==> config.mk <==
export PLATFORM = sky130hd
export DESIGN_NAME = buttfly_pair_feeder
export DESIGN_NICKNAME = d
export VERILOG_FILES = /design/src/rtl/buttfly_pkg.sv /design/src/rtl/buttfly_pair_buf.sv /design/src/rtl/buttfly_pair_feeder.sv
export SDC_FILE = /design/constraint.sdc
export NUM_CORES = 1
export LEC_CHECK = 0
export BUFFER_PORTS_ARGS = -buffer_cell sky130_fd_sc_hd__buf_2
export CAP_MARGIN = 40
export CORE_AREA = 2 2 52 54
export CTS_BUF_LIST = sky130_fd_sc_hd__clkbuf_4 sky130_fd_sc_hd__clkbuf_8
export DETAILED_ROUTE_END_ITERATION = 12
export DIE_AREA = 0 0 54 56
export HOLD_SLACK_MARGIN = 0.12
export PLACE_DENSITY = 0.73
export SYNTH_ARGS = -nofsm -noshare
export SYNTH_HDL_FRONTEND = slang
export SYNTH_HIERARCHICAL = 1
export SYNTH_SLANG_ARGS = --single-unit
==> constraint.sdc <==
create_clock -name clk -period 1.48 [get_ports clk]
set_input_delay 0.074 -clock clk [delete_from_list [all_inputs] [get_ports clk]]
set_output_delay 0.074 -clock clk [all_outputs]
set_load 0.005 [all_outputs]
==> src/rtl/buttfly_pkg.sv <==
// rtl/buttfly_pkg.sv - shared constants, state type and operand packing for the butterfly pair feeder
package buttfly_pkg;

    localparam int W_DEF      = 4;
    localparam int STRIDE_DEF = 4;

    typedef enum logic {
        FILL = 1'b0,
        PAIR = 1'b1
    } state_t;

    // a lands in the low half so that pi0 = a[0] at the butterfly
    function automatic logic [2*W_DEF-1:0] pack_pair(input logic [W_DEF-1:0] a,
                                                     input logic [W_DEF-1:0] b);
        return {b, a};
    endfunction

endpackage

==> src/rtl/buttfly_pair_buf.sv <==
// rtl/buttfly_pair_buf.sv - first-half sample store, sync write / async read on a shared index
module buttfly_pair_buf
    import buttfly_pkg::*;
#(
    parameter int W      = W_DEF,
    parameter int STRIDE = STRIDE_DEF
) (
    input  logic                      clk,
    input  logic                      wr_en,
    input  logic [$clog2(STRIDE)-1:0] idx,
    input  logic [W-1:0]              wr_data,
    output logic [W-1:0]              rd_data
);

    logic [W-1:0] mem [STRIDE];

    always_ff @(posedge clk) begin
        if (wr_en) begin
            mem[idx] <= wr_data;
        end
    end

    assign rd_data = mem[idx];

endmodule

==> src/rtl/buttfly_pair_feeder.sv <==
// rtl/buttfly_pair_feeder.sv - pairs sample k with k+STRIDE into a registered operand word
module buttfly_pair_feeder
    import buttfly_pkg::*;
#(
    parameter int W      = W_DEF,
    parameter int STRIDE = STRIDE_DEF
) (
    input  logic           clk,
    input  logic           rst_n,
    input  logic           in_valid,
    output logic           in_ready,
    input  logic [W-1:0]   in_data,
    output logic           out_valid,
    input  logic           out_ready,
    output logic [2*W-1:0] out_pi,
    output logic           blk_done
);

    localparam int            IW       = $clog2(STRIDE);
    localparam logic [IW-1:0] IDX_LAST = IW'(STRIDE - 1);

    state_t        state;
    logic [IW-1:0] idx;
    logic [W-1:0]  rd_data;
    logic          in_xfer;

    // FILL never stalls: the held pair can drain while the next block fills
    assign in_ready = (state == FILL) || !out_valid || out_ready;
    assign in_xfer  = in_valid && in_ready;

    buttfly_pair_buf #(
        .W      (W),
        .STRIDE (STRIDE)
    ) u_buf (
        .clk     (clk),
        .wr_en   (in_xfer && (state == FILL)),
        .idx     (idx),
        .wr_data (in_data),
        .rd_data (rd_data)
    );

    always_ff @(posedge clk or negedge rst_n) begin
        if (!rst_n) begin
            state     <= FILL;
            idx       <= '0;
            out_valid <= 1'b0;
            out_pi    <= '0;
            blk_done  <= 1'b0;
        end else begin
            blk_done <= 1'b0;
            if (out_valid && out_ready) begin
                out_valid <= 1'b0;
            end
            if (in_xfer) begin
                idx <= idx + 1'b1;
                if (state == PAIR) begin
                    out_pi    <= pack_pair(rd_data, in_data);
                    out_valid <= 1'b1;
                    if (idx == IDX_LAST) begin
                        state    <= FILL;
                        blk_done <= 1'b1;
                    end
                end else if (idx == IDX_LAST) begin
                    state <= PAIR;
                end
            end
        end
    end

endmodule

* Word level (Yosys, flattened, before mapping)
Memories as Yosys holds them, arrays and structs flattened. A register that Yosys moved wholly into a read port is not among the register bits.
Cells that the tools add are included.
** Cells by class
- Add/subtract/negate cells :: 1
- Equal/unequal tests :: 1
- Multiplexer cells :: 10
- Bitwise logic cells :: 1
- Reduce and logical (&&, ||, !) cells :: 8
** Operators with widths (count)
- $mux W1 :: 10
- $logic_and A1 B1 Y1 :: 3
- $add A2 B1 Y2 const B :: 1
- $eq A2 B2 Y1 const B :: 1
- $logic_not A1 Y1 :: 2
- $logic_or A1 B1 Y1 :: 2
- $reduce_and A2 Y1 :: 1
- $not A1 Y1 :: 1
** Storage, ports and cells
- Register bits after elaboration :: 13
- RAM bits :: 16
- Input port bits :: 8
- Output and inout bits :: 11
- Word-level logic and storage cells :: 27
- Memories :: 1
** Memory list
- u_buf.mem :: words 4, bits a word 4, rd ports 1, clocked after Yosys merged registers in 1, write ports 1, RTL line buttfly_pair_buf.sv:15 : logic [W-1:0] mem [STRIDE];

* Longest topological paths before layout
- Depth after elaboration :: 7
- Gate-level depth with buffers :: 4
- Depth with buffers taken out :: 3

* Modules after synthesis
Netlist, hierarchy kept.
** By module, submodules not included
- buttfly_pair_buf :: times used 1, cells each 25, area an instance 616.8 sq um, seq. area each 480.5 sq um
- buttfly_pair_feeder :: times used 1, cells each 36, area an instance 575.6 sq um, seq. area each 325.3 sq um

* Worst setup path before layout
OpenSTA, ideal clock, no wires.
- Path kind :: reg2reg
- From :: register idx[0]
- To :: register out_pi[0] (read register of u_buf.mem)
- Setup time :: 0.125 ns
- Data arrival time :: 1.249 ns
- Data required time :: 1.355 ns
- Path slack :: 0.106 ns
- Cell stages (with the launch flop) :: 4
- Buffers on the path :: 1
- Clock period less this slack :: 1.374 ns
- Cell sequence :: dfrtp_1 > buf_6 > mux4_2 > mux2_4
** RTL lines
- start, declared :: RTL line buttfly_pair_feeder.sv:23 : logic [IW-1:0] idx;
- start signal, assigned :: RTL line buttfly_pair_feeder.sv:55 : idx <= idx + 1'b1;
- end, declared :: RTL line buttfly_pair_feeder.sv:15 : output logic [2*W-1:0] out_pi,

==> results.toml <==
[synthesis]
synthAdderAreaFrac_pct = 2.10
synth_flop_cell = "edfxtp_1"
synth-compound-area-share_pct = 0.735
synthMuxAreaShare_pct = 18.6
synth_seq_cells = 29
yosys.cell_types.count = 19
synth_edf_count = 16
syn_nets = 71
synth_async_sr_flop_share_pct = 44.8
yosys.area_share.simple_pct = 8.39
synth_xor_xnor_area_share_pct = 0.735
syn_area_per_cell_sq_um = 19.5
yosys-top-cells-area = "edfxtp_1 40%, dfrtp_1 27%, mux2_4 10%"
ys_warn_count = 6
synthesis.area_sq_um = 1190
yosysSeqAreaShare_pct = 67.6
synth_top_area_share_pct = 40.3
syn-instance-count = 61
yosys.area.top_type = "edfxtp_1"
yosys-top-cells-count = "16 x edfxtp_1, 13 x dfrtp_1, 8 x mux2_4"
yosysMostFrequentCell = "edfxtp_1"
synth_top_family_by_area = "multiplexers"

[global_routing]
use_met2_pct = 22.3
grt_most_used_layer = "met2"
use_met3_pct = 5.65
met1_usage_pct = 18.3
grt_max_degree = 14
gr-total-overflow = 0
grt_pass1_vias = 646
antenna_found_initial = 0
grt_pass1_wl_um = 3070
grt_use_total_pct = 15.5

[detailed_routing]
routed_via_density = 5.06
drcViolationCount = 0
wirelength_um = 1950
dr.pass1.iters = 4
drtAntennaViolNets = 0
drt_iter0_markers = 11
dr_total_vias = 632
wl_per_cell_um = 15.6

[clock_tree]
clk_latency_ns = 0.33
cts_buffers = 5
cts_sinks = 29
clockBufferDepth = 2
cts.clk_slew.worst_paths_ns = 0.09
htreeDepth = 2
cts_tree = "yes"
postCtsSetupRepairBufs = 0
cts_root_buf = "clkbuf_4"

[power]
ir_worst_vdd_mv = 1.14
p_leak_uw = 0.000631
power_density_nw_per_um2 = 1830

[critical_path]
cp.arrival_ns = 1.59
worst_setup_path_end_kind = "register"
ff2ff_path_depth = 2
timing_worst_setup_path_type = "reg2reg"
required_ns = 1.70
crit_fanout = 6
crit_path_start_kind = "register"

[floorplanning]
dieArea_sq_um = 3020
io_pins = 19
start_util_pct = 49.0
core_area_sq_um = 2430
die_h_um = 56
row_count = 18
die_x_um = 54

[outcome]
status = "complete, no violations"

[placement]
io_buffers = 18
gp_congestion = 0.731
dpl.cell_count = 109
hpwl_um = 1370

[cells_and_area]
layout.cells.non_filler = 125
n_antenna_cell = 0
area_growth_pct = 22.8
drive_above_1_share_pct = 50.5
nets = 104

[sta]
fin_tns_setup_ns = 0
rsz0062_at_grt = "false"
finalMaxSlewViolations = 0
hold_slack_ns = 0.160
fmax_mhz = 732
slew_headroom_pct = 76.1
period_needed_ns = 1.37
period_share_pct = 92.3
hold_viol = 0
tightest_slew_ns = 0.357
final-setup-viol-count = 0
fin_skew_ns = 0.00941

[job]
maxCapViolCount = 0

[worst_hold_path]
hold_path.class = "in2async"
==> worst max-delay path, stage by stage (launching register included) <==
cell and delay [ns]:
dfrtp_2 0.46, mux4_2 0.53, mux2_4 0.27
==> per-layer routing <==
layer,wire (um),vias to the layer above
li1,-,296
met1,824,312
met2,960,19
met3,112,5
met4,56,0
met5,0,-
==> worst paths after layout <==
check,slack [ns],from,endpoint
hold reg to reg,0.51,out_pi[3],out_pi[3]
min in group clk,0.51,in_data[3],u_buf/mem[0][3]
max in group asynchronous,1.06,rst_n,idx[0]
setup / recovery,0.11,idx[0],out_pi[1]
hold / removal,0.16,rst_n,out_pi[2]
setup reg to reg,0.11,idx[0],out_pi[1]
==> layout make-up <==
type | count | area, sq um
Fill cell | 189 | 968
Multi-Input combinational cell | 30 | 364
Clock inverter | 1 | 5.00
Clock buffer | 7 | 65.1
Tap cell | 30 | 37.5
Sequential cell | 29 | 807
Timing Repair Buffer | 28 | 185
==> cells by family (layout without fill, tap and decap cells) <==
family,count (synthesis),in the layout
DFF,29,29
and+or+nand+nor,13,13
adders and majority gates,2,2
muxes,13,13
AOI/OAI and AO/OA,1,1
buffers and inverters,2,36
xor gates and xnor gates,1,1
==> power breakdown <==
group	total, uW	internal [uW]	leakage (uW)	switching, uW
logic	840	552	0.000289	288
clock network	548	275	0.0000413	273
registers	1290	1100	0.000301	184
total	2680	1930	0.000631	745
==> cells in the final DEF, fill, tap and decap left out, drive strengths merged <==
| cell | Yosys | final |
|---|---|---|
| a22o | 1 | 1 |
| and3 | 2 | 2 |
| and3b | 2 | 2 |
| buf | 2 | 20 |
| clkbuf | 0 | 7 |
| clkinv | 0 | 1 |
| dfrtp | 13 | 13 |
| dlygate4sd3 | 0 | 8 |
| edfxtp | 16 | 16 |
| ha | 2 | 2 |
| mux2 | 9 | 9 |
| mux4 | 4 | 4 |
| nand2 | 4 | 4 |
| nand2b | 1 | 1 |
| nand3b | 1 | 1 |
| nor2b | 2 | 2 |
| nor3b | 1 | 1 |
| xnor2 | 1 | 1 |
==> flip-flops by register name, summed over array words and instances, names as in the netlist <==
| signal | cells |
|---|---|
| blk_done | 1 |
| state | 1 |
| out_valid | 1 |
| idx | 2 |
| out_pi | 8 |
| u_buf/mem | 16 |
==> per-stage QoR <==
stage | cell area, sq um | total power [uW] | util, % | worst slack, ns
final | 1460 | 2680 | 60.2 | 0.114
after global routing | 1460 | 2870 | 60.2 | 0.0568
after CTS | 1460 | 2720 | 60.1 | 0.00175
after detailed placement | 1310 | 2140 | 54.0 | 0.00899
after global placement | 1310 | 2100 | 54.0 | 0.0710
after floorplan | 1190 | 1870 | - | 0.106
==> what timing repair did <==
action	in CTS	in global routing
gates resized for setup	0	1
hold buffers	8	0
endpoints found under the setup margin	0	3
hold endpoints to repair	37	0
Power figures use the tool's default switching activity.
